**src/rtl/slot_alloc_select.sv**
```systemverilog
// Free-slot pool: grants up to ALLOC_WIDTH lowest-index free slots per cycle
// from a registered bitmap, accepts bulk releases, and publishes registered counts.
module slot_alloc_select #(
    parameter  int NUM_SLOTS   = 32,
    parameter  int ALLOC_WIDTH = 3,
    localparam int CW          = $clog2(ALLOC_WIDTH + 1),
    localparam int IW          = $clog2(NUM_SLOTS),
    localparam int FW          = $clog2(NUM_SLOTS + 1)
) (
    input  logic                            clock,
    input  logic                            reset_n,
    input  logic                            flush,
    input  logic [CW-1:0]                   alloc_req_count,
    output logic                            alloc_grant,
    output logic [NUM_SLOTS-1:0]            alloc_grant_mask,
    output logic [ALLOC_WIDTH-1:0][IW-1:0]  alloc_idx,
    output logic [ALLOC_WIDTH-1:0]          alloc_idx_valid,
    input  logic [NUM_SLOTS-1:0]            free_mask,
    output logic [FW-1:0]                   free_count,
    output logic [CW-1:0]                   alloc_avail,
    output logic                            err_double_free
);

    logic [NUM_SLOTS-1:0] free_bitmap;
    logic [NUM_SLOTS-1:0] free_next;
    logic [FW-1:0]        count_next;
    logic [CW-1:0]        avail_next;

    // Grant decision and lane selection. Each lane takes the lowest free slot
    // still left after the lower lanes have taken theirs.
    always_comb begin
        logic [NUM_SLOTS-1:0] remaining;
        logic [IW-1:0]        sel;
        // NOTE: every output gets a default before any branch, so no latch is inferred.
        remaining        = free_bitmap;
        sel              = '0;
        alloc_grant_mask = '0;
        alloc_idx        = '0;
        alloc_idx_valid  = '0;
        alloc_grant      = (alloc_req_count != '0)
                        && (int'(alloc_req_count) <= ALLOC_WIDTH)
                        && (int'(alloc_req_count) <= int'(free_count));
        for (int k = 0; k < ALLOC_WIDTH; k++) begin
            if (alloc_grant && (k < int'(alloc_req_count))) begin
                sel = '0;
                for (int i = NUM_SLOTS - 1; i >= 0; i--) begin
                    if (remaining[i]) sel = IW'(i);
                end
                alloc_idx[k]          = sel;
                alloc_idx_valid[k]    = 1'b1;
                alloc_grant_mask[sel] = 1'b1;
                remaining[sel]        = 1'b0;
            end
        end
    end

    // A slot granted and released in the same cycle stays busy: the grant wins.
    always_comb begin
        if (flush) begin
            free_next = '1;
        end else begin
            free_next = (free_bitmap | free_mask) & ~alloc_grant_mask;
        end
        count_next = '0;
        for (int i = 0; i < NUM_SLOTS; i++) begin
            count_next = count_next + FW'(free_next[i]);
        end
        if (int'(count_next) < ALLOC_WIDTH) begin
            avail_next = CW'(count_next);
        end else begin
            avail_next = CW'(ALLOC_WIDTH);
        end
    end

    // Counts are registered from the same next-state value as the bitmap, so
    // they never disagree with it.
    always_ff @(posedge clock) begin
        // NOTE: sequential state uses non-blocking assignments only.
        if (!reset_n) begin
            free_bitmap     <= '1;
            free_count      <= FW'(NUM_SLOTS);
            alloc_avail     <= CW'(ALLOC_WIDTH);
            err_double_free <= 1'b0;
        end else begin
            free_bitmap <= free_next;
            free_count  <= count_next;
            alloc_avail <= avail_next;
            if (!flush && ((free_mask & free_bitmap) != '0)) begin
                err_double_free <= 1'b1;
            end
        end
    end

endmodule
```
**config.mk**
```make
export PLATFORM = sky130hd
export DESIGN_NAME = slot_alloc_select
export DESIGN_NICKNAME = d
export VERILOG_FILES = /design/src/rtl/slot_alloc_select.sv
export SDC_FILE = /design/constraint.sdc
export NUM_CORES = 1
export LEC_CHECK = 0
export ABC_AREA = 0
export CAP_MARGIN = 40
export CORE_MARGIN = 5
export CORE_UTILIZATION = 49
export DETAILED_ROUTE_END_ITERATION = 10
export PLACE_DENSITY = 0.83
export SLEW_MARGIN = 20
export SYNTH_ARGS = -nofsm -noshare
export SYNTH_HDL_FRONTEND = slang
export SYNTH_SLANG_ARGS = --single-unit
```
**constraint.sdc**
```tcl
create_clock -name clock -period 15.75 [get_ports clock]
set_input_delay 3.15 -clock clock [delete_from_list [all_inputs] [get_ports clock]]
set_output_delay 3.15 -clock clock [all_outputs]
set_load 0.05 [all_outputs]
```
# Word-level counts from Yosys, hierarchy flattened
# Cells that the tools add are included.
[word_totals]
output_inout_bits = 60
regBits = 41
elab_cells = 185
[classes]
n_reduce_logical = 12
bitwise_logic = 10
n_mux = 117
add_sub_neg = 31
n_lt_le_gt_ge = 11
[op_table]
columns = ["op", "count"]
rows = [
  ["$mux 5", 102],
  ["$mux 32", 6],
  ["$add 6x1->6", 26],
  ["$and 32x32->32", 4],
  ["$not 32->32", 3],
  ["$or 32x32->32", 3],
  ["$reduce_bool 32->1", 1],
  ["$lt 5x6->1 const B", 3],
  ["$demux 1 s5", 3],
  ["$ge 5x1->1 const B", 3],
  ["$logic_and 1x1->1", 8],
  ["$add 5x1->6", 1],
  ["$le 2x6->1", 1],
  ["$lt 6x2->1 const B", 1],
  ["$mux 1", 6],
  ["$add 4x1->5", 1],
  ["$add 3x1->4", 1],
  ["$lt 1x2->1 const A", 2],
  ["$add 2x1->3", 1],
  ["$add 1x1->2", 1],
  ["$lt 2x2->1 const A", 1],
  ["$reduce_and 2->1", 1],
  ["$reduce_bool 2->1", 1],
  ["$logic_not 1->1", 1],
]

# Logic depth before layout (Yosys ltp)
# Gate-level depths: netlist of run 1.
[logic_depth]
depth_word = 155
depth_mapped = 41
depth_no_buf = 38

# Worst setup path after synthesis of run 1
# OpenSTA, ideal clock, no wires.
[synth_timing]
path_type = "input to register"
startpoint = "input port alloc_req_count[1]"
endpoint = "register alloc_avail[0]"
setup_time_ns = 0.123
t_arrival_ns = 13.280
stages = 37
setup_slack_ns = 2.347
t_required_ns = 15.627
n_path_buf = 1
cell_sequence = "ha_1 > nor2b_1 > o211ai_2 > nand2_1 > inv_1 > o21ai_1 > o32ai_2 > nand2_2 > or3_4 > or3_4 > o22ai_1 > o21ai_0 > a211o_1 > o211ai_1 > o21ai_1 > or2_2 > buf_2 > o31ai_2 > o21ai_1 > fa_1 > inv_1 > fa_1 > inv_1 > fa_1 > fa_1 > fa_1 > inv_1 > fa_1 > inv_1 > ha_1 > a21o_1 > a21oi_1 > nor2b_1 > o21ai_0 > nand2_1 > or4_1 > or2_2"
[synth_via]
word_cells_on_any_way = 130
[synth_rtl]
columns = ["item", "line_no", "text"]
rows = [
  ["start: declaration", "13", "input logic [CW-1:0] alloc_req_count,"],
  ["$le 2x6->1 or $reduce_bool 2->1 (tied branches)", "42, 40", ""],
  ["$logic_and 1x1->1 *", "42", "&& (int'(alloc_req_count) <= int'(free_count));"],
  ["via alloc_grant", "14", "output logic alloc_grant,"],
  ["$logic_and 1x1->1", "44", "if (alloc_grant && (k < int'(alloc_req_count))) begin"],
  ["$mux 32", "44", ""],
  ["$mux 5 (32 in series)", "47", "if (remaining[i]) sel = IW'(i);"],
  ["$mux 5", "44", ""],
  ["$lt 5x6->1 (not written as such) or $ge 5x1->1 (tied branches)", "51, 52", ""],
  ["[... 45 more ...]", "n/a", ""],
  ["via alloc_grant_mask[7]", "15", "output logic [NUM_SLOTS-1:0] alloc_grant_mask,"],
  ["$not 32->32 *", "62", "free_next = (free_bitmap | free_mask) & ~alloc_grant_mask;"],
  ["$and 32x32->32 *", "62", ""],
  ["$mux 32 *", "59", "if (flush) begin"],
  ["via free_next[7]", "25", "logic [NUM_SLOTS-1:0] free_next;"],
  ["$add 6x1->6 * (25 in series)", "66", "count_next = count_next + FW'(free_next[i]);"],
  ["$lt 6x2->1", "68", "if (int'(count_next) < ALLOC_WIDTH) begin"],
  ["$reduce_and 2->1 (no line)", "n/a", ""],
  ["end signal: assignment", "82", "alloc_avail <= CW'(ALLOC_WIDTH);"],
  ["end signal: assignment", "87", "alloc_avail <= avail_next;"],
  ["end: declaration", "20", "output logic [CW-1:0] alloc_avail,"],
]
# Mark *: on every way through the listed nets, which the timed path passes. The rest lies on a longest branch. The select of a mux whose other input is x is not followed.
# A chain may end at the register's enable or synchronous reset.

# Final worst setup path of run 1
[layout_timing]
startpoint = "input port alloc_req_count[1]"
endpoint = "register alloc_avail[0]"
[layout_via]
elab_chain_len = 119
word_cells_on_any_way = 130
[layout_rtl]
columns = ["item", "line_no"]
rows = [
  ["$le 2x6->1 or $reduce_bool 2->1 (tied branches)", "42, 40"],
  ["$logic_and 1x1->1", "42"],
  ["$logic_and 1x1->1", "44"],
  ["$mux 32", "44"],
  ["$mux 5 (32 in series)", "47"],
  ["$mux 5", "44"],
  ["$lt 5x6->1 (not written as such) or $ge 5x1->1 (tied branches)", "51, 52"],
  ["$logic_and 1x1->1 (not written as such)", "51, 52"],
  ["[... 48 more ...]", "n/a"],
  ["$add 2x1->3", "66"],
  ["$add 3x1->4", "66"],
  ["$add 4x1->5", "66"],
  ["$add 5x1->6", "66"],
  ["$add 6x1->6 (25 in series)", "66"],
  ["$add 6x1->6 *", "66"],
  ["$lt 6x2->1", "68"],
  ["$reduce_and 2->1 (no line)", "n/a"],
]
# Every way passes the cells marked *; elsewhere a longest branch is shown, timed or not. The select of a mux whose other input is x is not followed.

==> metrics.txt, run 1 <==
Max Slew Vio Count 0; Total Routing Usage GR 0.3749; largest net degree at the start of global routing 32; library cells used by synthesis 101; ANT nets after route 0; # hold bufs at CTS 0; Detail Placement HPWL 24600 µm; # fillers 1248; # H-tree levels 2; Iteration-0 DRC Markers 1552; syn avg cell area 7.460 µm²; number of buffers created by CTS 5; initial antenna violation count 0; Register Area 820.8 µm²; clk slew on worst S/H paths 0.06 ns; crit-path max FO 11; most frequent cells in the layout 100 x nor2_1, 96 x clkdlybuf4s50_1, 60 x nand2_1, 60 x a21oi_1, 50 x o21ai_0; RR Startpoint free_bitmap[29]; Die Ht 125.8 µm; Slowest cell on crit path or4_1; mapped cell area 0.006573 mm²; Placed Instances 1114; Hold Crit Class reg2reg; vias post-DR 8205; top cells by area, synth dfxtp_1 12%, fa_1 7.3%, nor2_1 5.7%; Slowest Stage Delay on Critical Path 0.66 ns; Async S/R FF share, synth 0; Hold Crit Depth 1; die area 0.01583 mm²; Crit path required time 15.93 ns; routed vias/inst 7.300; PD cells 73.53 mW/mm²; CP most frequent cell fa_1; RSZ-0062 raised after global routing false; Register-to-Register Path Depth 35; CP bufs+invs 5; status finished clean; area leader, netlist dfxtp_1; Worst-Skew Late Latency 0.30 ns; dpl ws 0.9289 ns; DRC 0; ratio of cells with drive above 1 in the final layout 0.1181; area of the multi-input gates 0.005359 mm²; CTS tree done; Final Hold Fails 0; clock root cell clkbuf_16; crit-path leading delay family compound AO/OA/AOI/OAI gates; Mapped Nets 951; post-route setup TNS 0 ns; io pins 97; worst r2r dst alloc_avail[0]; measured slew at the worst slew-check pin 0.9959 ns; EDFF count, synth 0; Initial Utilization 0.4983; row count 42; Final nets 1017; Seq/Total Area, Yosys 0.1249; Worst Hold End err_double_free; P_leak 0.002744 µW; post-CTS sizing 0; Worst Setup End Kind register; port bufs 96; Synth top area share 0.1249; Synth Instances 881; first-pass GRT wire length 46410 µm; final WL 30880 µm; Hold Crit Start err_double_free; worst reg2reg setup slack 3.63 ns; CTS Buffer Depth 2; vias in the first global route 7656; final worst path period need 14.77 ns; grt ovf 0; post-CTS setup buffer count 0; worst rel slew slack 0.3360; total chip power 569.5 µW; Max Clk Rate 67.70 MHz; clock skew 0.004940 ns; width of the die 125.8 µm; core area 0.01319 mm²; setup ws final 0.9782 ns; fin cells 1124; DR WL/cell 27.47 µm; ant diodes 0; period utilization 0.9379; critical path class in2reg; RD Place Congestion 1.081; commonest non-fill, non-tap cell in the layout nor2_1; Primary FF master, synth dfxtp_1; synth warn 0; max-cap viol count 0; Setup violations, final 0; crit path DAT 14.95 ns; Layout area overhead 17.84%; Clock Sinks 41; Yosys reg bits 41; CP Launch Type primary input; Max VDD drop 0.0001115 V; DR pass1 iterations 8
## cell type report
| type | instances | share of cell area |
|---|---|---|
| clock inverters | 2 | 0.001292 |
| multi-input cells | 755 | 0.6919 |
| well taps | 176 | 0.02843 |
| inverters | 32 | 0.01551 |
| clock buffers | 6 | 0.01664 |
| flip-flops and latches | 41 | 0.1060 |
| repair buffers | 112 | 0.1402 |
## worst max path at each step
stage	startpoint	end	slack (ns)	cells past startpoint
after floorplan	alloc_req_count[1]	alloc_avail[0]	2.35	37
after global placement	alloc_req_count[1]	alloc_avail[1]	1.02	37
after detailed placement	alloc_req_count[1]	alloc_avail[1]	0.93	37
after CTS	alloc_req_count[1]	alloc_avail[0]	1.16	37
after global routing	alloc_req_count[1]	alloc_avail[0]	0.29	37
final	alloc_req_count[1]	alloc_avail[0]	0.98	37
## cell usage after synthesis, types with 13 or more instances
| library cell | n |
|---|---|
| nor2_1 | 100 |
| a21oi_1 | 60 |
| nand2_1 | 60 |
| o21ai_0 | 50 |
| dfxtp_1 | 41 |
| inv_1 | 32 |
| nor3_1 | 28 |
| buf_2 | 26 |
| fa_1 | 24 |
| nand3_1 | 23 |
| o21a_1 | 23 |
| a21o_1 | 22 |
| and2_1 | 19 |
| clkbuf_1 | 18 |
| or2_2 | 17 |
| a22oi_1 | 13 |
| nand2b_1 | 13 |
| nand4_1 | 13 |
| nor2b_1 | 13 |
## kinds of logic after synthesis
logic type | after synthesis | share of synthesized area
AOI/OAI and AO/OA | 356 | 0.4116
xor gates and xnor gates | 3 | 0.003998
adders and majority gates | 33 | 0.09023
buffers and inverters | 85 | 0.05977
DFF | 41 | 0.1249
muxes | 1 | 0.001523
and+or+nand+nor | 362 | 0.3080
## worst register-to-register path, delay by kind of cell, from the launching register on
| kind | cells | cell delay (ns) |
|---|---|---|
| compound gates | 16 | 5.43 |
| fa+ha+maj | 7 | 3.18 |
| simple gates | 8 | 2.14 |
| flops | 1 | 0.78 |
| buf+inv | 4 | 0.48 |
## registers in the layout, indices dropped and copies added (netlist names)
register / count
alloc_avail: 2
free_count: 6
err_double_free: 1
free_bitmap: 32
## report_power, final
group          total (µW)  switching (µW)  internal (µW)
clock                 102            43.9           58.3
sequential            122            8.81            113
combinational         346             242            103
## per-stage QoR
step / hold WS [ns] / cell area, µm² / util
finish: 0.5560 / 7745 / 0.5872
global route: 0.5547 / 7745 / 0.5872
CTS: 0.5515 / 7722 / 0.5855
detailed placement: 0.5146 / 7584 / 0.5749
global placement: 0.4561 / 7571 / 0.5740
floorplan: 0.5903 / 6573 / -
## routing by layer
layer	GRT usage	wire, µm	up-vias
li1	-	-	3500
met5	0	0	-
met1	0.5088	12020	3809
met2	0.5702	13010	759
met3	0.09822	4147	137
met4	0.1470	1695	0
No activity file was read; power rests on OpenSTA's default activity.
==> run 2: changes to the inputs <==
- TNS_END_PERCENT: unset -> 1
==> results of run 2 <==
Final layout, timing and power as in run 1 (identical DEF).
==> run 3: changes to the inputs <==
- CELL_PAD_IN_SITES_DETAIL_PLACEMENT: unset -> 0
- CELL_PAD_IN_SITES_GLOBAL_PLACEMENT: unset -> 1
- CORE_MARGIN: 5 -> 1
- CORE_UTILIZATION: 49 -> 41
- CTS_CLUSTER_SIZE: unset -> 30
- PLACE_DENSITY: 0.83 -> 0.92
==> metrics.txt, run 3 (same netlist as run 1, synthesis figures left out) <==
status finished clean (unchanged); width of the die 128.6 µm (was 125.8 µm); Detail Placement HPWL 25440 µm (was 24600 µm); most frequent cells in the layout 100 x nor2_1, 96 x clkdlybuf4s50_1, 60 x nand2_1, 60 x a21oi_1, 50 x o21ai_0 (unchanged); port bufs 96 (unchanged); core area 0.01543 mm² (was 0.01319 mm²); largest net degree at the start of global routing 32 (unchanged); Max VDD drop 0.00009834 V (was 0.0001115 V); CTS Buffer Depth 2 (unchanged); CP startpoint alloc_req_count[1] (unchanged); biggest regs free_bitmap (32), free_count (6), alloc_avail (2) (unchanged); Clock Sinks 41 (unchanged); crit-path max FO 19 (was 11); Total Routing Usage GR 0.3761 (was 0.3749); max-cap viol count 0 (unchanged); RSZ-0062 raised after global routing false (unchanged); Slowest cell on crit path o21ai_1 (was or4_1); Hold Crit Start err_double_free (unchanged); final WL 31090 µm (was 30880 µm); clock skew 0.006488 ns (was 0.004940 ns); Worst-Skew Late Latency 0.30 ns (about the same); first-pass GRT wire length 45950 µm (was 46410 µm); ant diodes 0 (unchanged); critical path class in2reg (unchanged); period utilization 0.9113 (was 0.9379); Initial Utilization 0.4260 (was 0.4983); # fillers 1572 (was 1248); DRC 0 (unchanged); die area 0.01654 mm² (was 0.01583 mm²); # H-tree levels 2 (unchanged); CTS tree done (unchanged); clock root cell clkbuf_16 (unchanged); Iteration-0 DRC Markers 1249 (was 1552); initial antenna violation count 0 (unchanged); Crit path required time 15.94 ns (was 15.93 ns); RR Startpoint free_bitmap[29] (unchanged); Setup violations, final 0 (unchanged); post-route cell area 0.007836 mm² (was 0.007745 mm²); Slowest Stage Delay on Critical Path 0.65 ns (was 0.66 ns); Post-DP Area 0.007660 mm² (was 0.007584 mm²); Final Hold Fails 0 (unchanged); Top reg by flops free_bitmap (unchanged); Worst Setup End Kind register (unchanged); # hold bufs at CTS 0 (unchanged); Final nets 1019 (was 1017); row count 45 (was 42); vias in the first global route 7311 (was 7656); post-CTS setup buffer count 0 (unchanged); Max Slew Vio Count 0 (unchanged); P_leak 0.002762 µW (was 0.002744 µW); Hold Crit Class reg2reg (unchanged); RD Place Congestion 0.9818 (was 1.081); post-route setup TNS 0 ns (unchanged); post-CTS sizing 0 (unchanged); CP Launch Type primary input (unchanged); DR pass1 iterations 6 (was 8); number of buffers created by CTS 5 (unchanged); measured slew at the worst slew-check pin 0.8767 ns (was 0.9959 ns); io pins 97 (unchanged); grt ovf 0 (unchanged); clk slew on worst S/H paths 0.07 ns (was 0.06 ns); CP most frequent cell fa_1 (unchanged); Die Ht 128.6 µm (was 125.8 µm); worst rel slew slack 0.4143 (was 0.3360); DR WL/cell 26.77 µm (was 27.47 µm); Max Clk Rate 69.68 MHz (was 67.70 MHz); PD cells 76.27 mW/mm² (was 73.53 mW/mm²); vias post-DR 8018 (was 8205); max reg flops 32 (unchanged); ANT nets after route 0 (unchanged); crit path DAT 14.54 ns (was 14.95 ns); commonest non-fill, non-tap cell in the layout nor2_1 (unchanged); routed vias/inst 6.906 (was 7.300); Layout area overhead 19.23% (was 17.84%); ratio of cells with drive above 1 in the final layout 0.1211 (was 0.1181); final worst path period need 14.35 ns (was 14.77 ns)
[run 3: cell count changes in the layout (fill, tap and decap cells not counted), sizes merged]
| cell | delta |
|---|---|
| buf | +1 |
| bufinv | +1 |
| clkinv | -1 |
| clkinvlp | +1 |
[run 3: worst paths after layout]
kind	slack (ns)	depth (start not counted)	endpoint
min	0.47	1	err_double_free
max reg2reg	3.69	34	alloc_avail[0]
max	1.40	37	alloc_avail[0]
min reg2reg	0.47	1	err_double_free
[run 3: routing by layer]
layer  GRT usage  vias to the layer above  wire [µm]
met1      0.5275                     3843      13040
met3     0.07318                       75       3418
met2      0.5717                      589      13450
met4      0.1315                        0       1180
li1            -                     3511          -
met5           0                        -          0
[run 3: stage by stage]
step | total power [µW] | setup WS, ns | std cells | util | hold slack [ns]
final | 597.6 | 1.398 | 1161 | 0.5079 | 0.4730
after global routing | 620.6 | 0.9438 | 1161 | 0.5079 | 0.4828
after CTS | 588.0 | 1.554 | 1160 | 0.5076 | 0.4727
after detailed placement | 463.4 | 1.257 | 1152 | 0.4965 | 0.4595
after global placement | 461.4 | 1.372 | 1151 | 0.4955 | 0.4546
after floorplan | 339.1 | 2.347 | 881 | - | 0.5903
[run 3: where the power goes]
group          internal [µW]  leakage [µW]  switching, µW
clock network           75.2     0.0000800           48.5
logic                    108       0.00235            244
registers                113      0.000334           9.11
total                    296       0.00276            301
[run 3: cell type report]
class                      count  area, µm²  area share
multi-input combinational    755       5359      0.6839
timing repair buffer         114       1101      0.1405
sequential                    41      820.8      0.1047
tap                          211      264.0     0.03369
clock buffer                   5      125.1     0.01597
inverter                      32      120.1     0.01533
clock inverter                 3      46.29    0.005908
[run 3: worst max-delay path, delay by kind of cell]
family,cells,cell delay [ns]
AOI/OAI and AO/OA,12,3.40
adders and majority gates,8,3.53
and+or+nand+nor,12,3.55
buffers and inverters,5,0.90
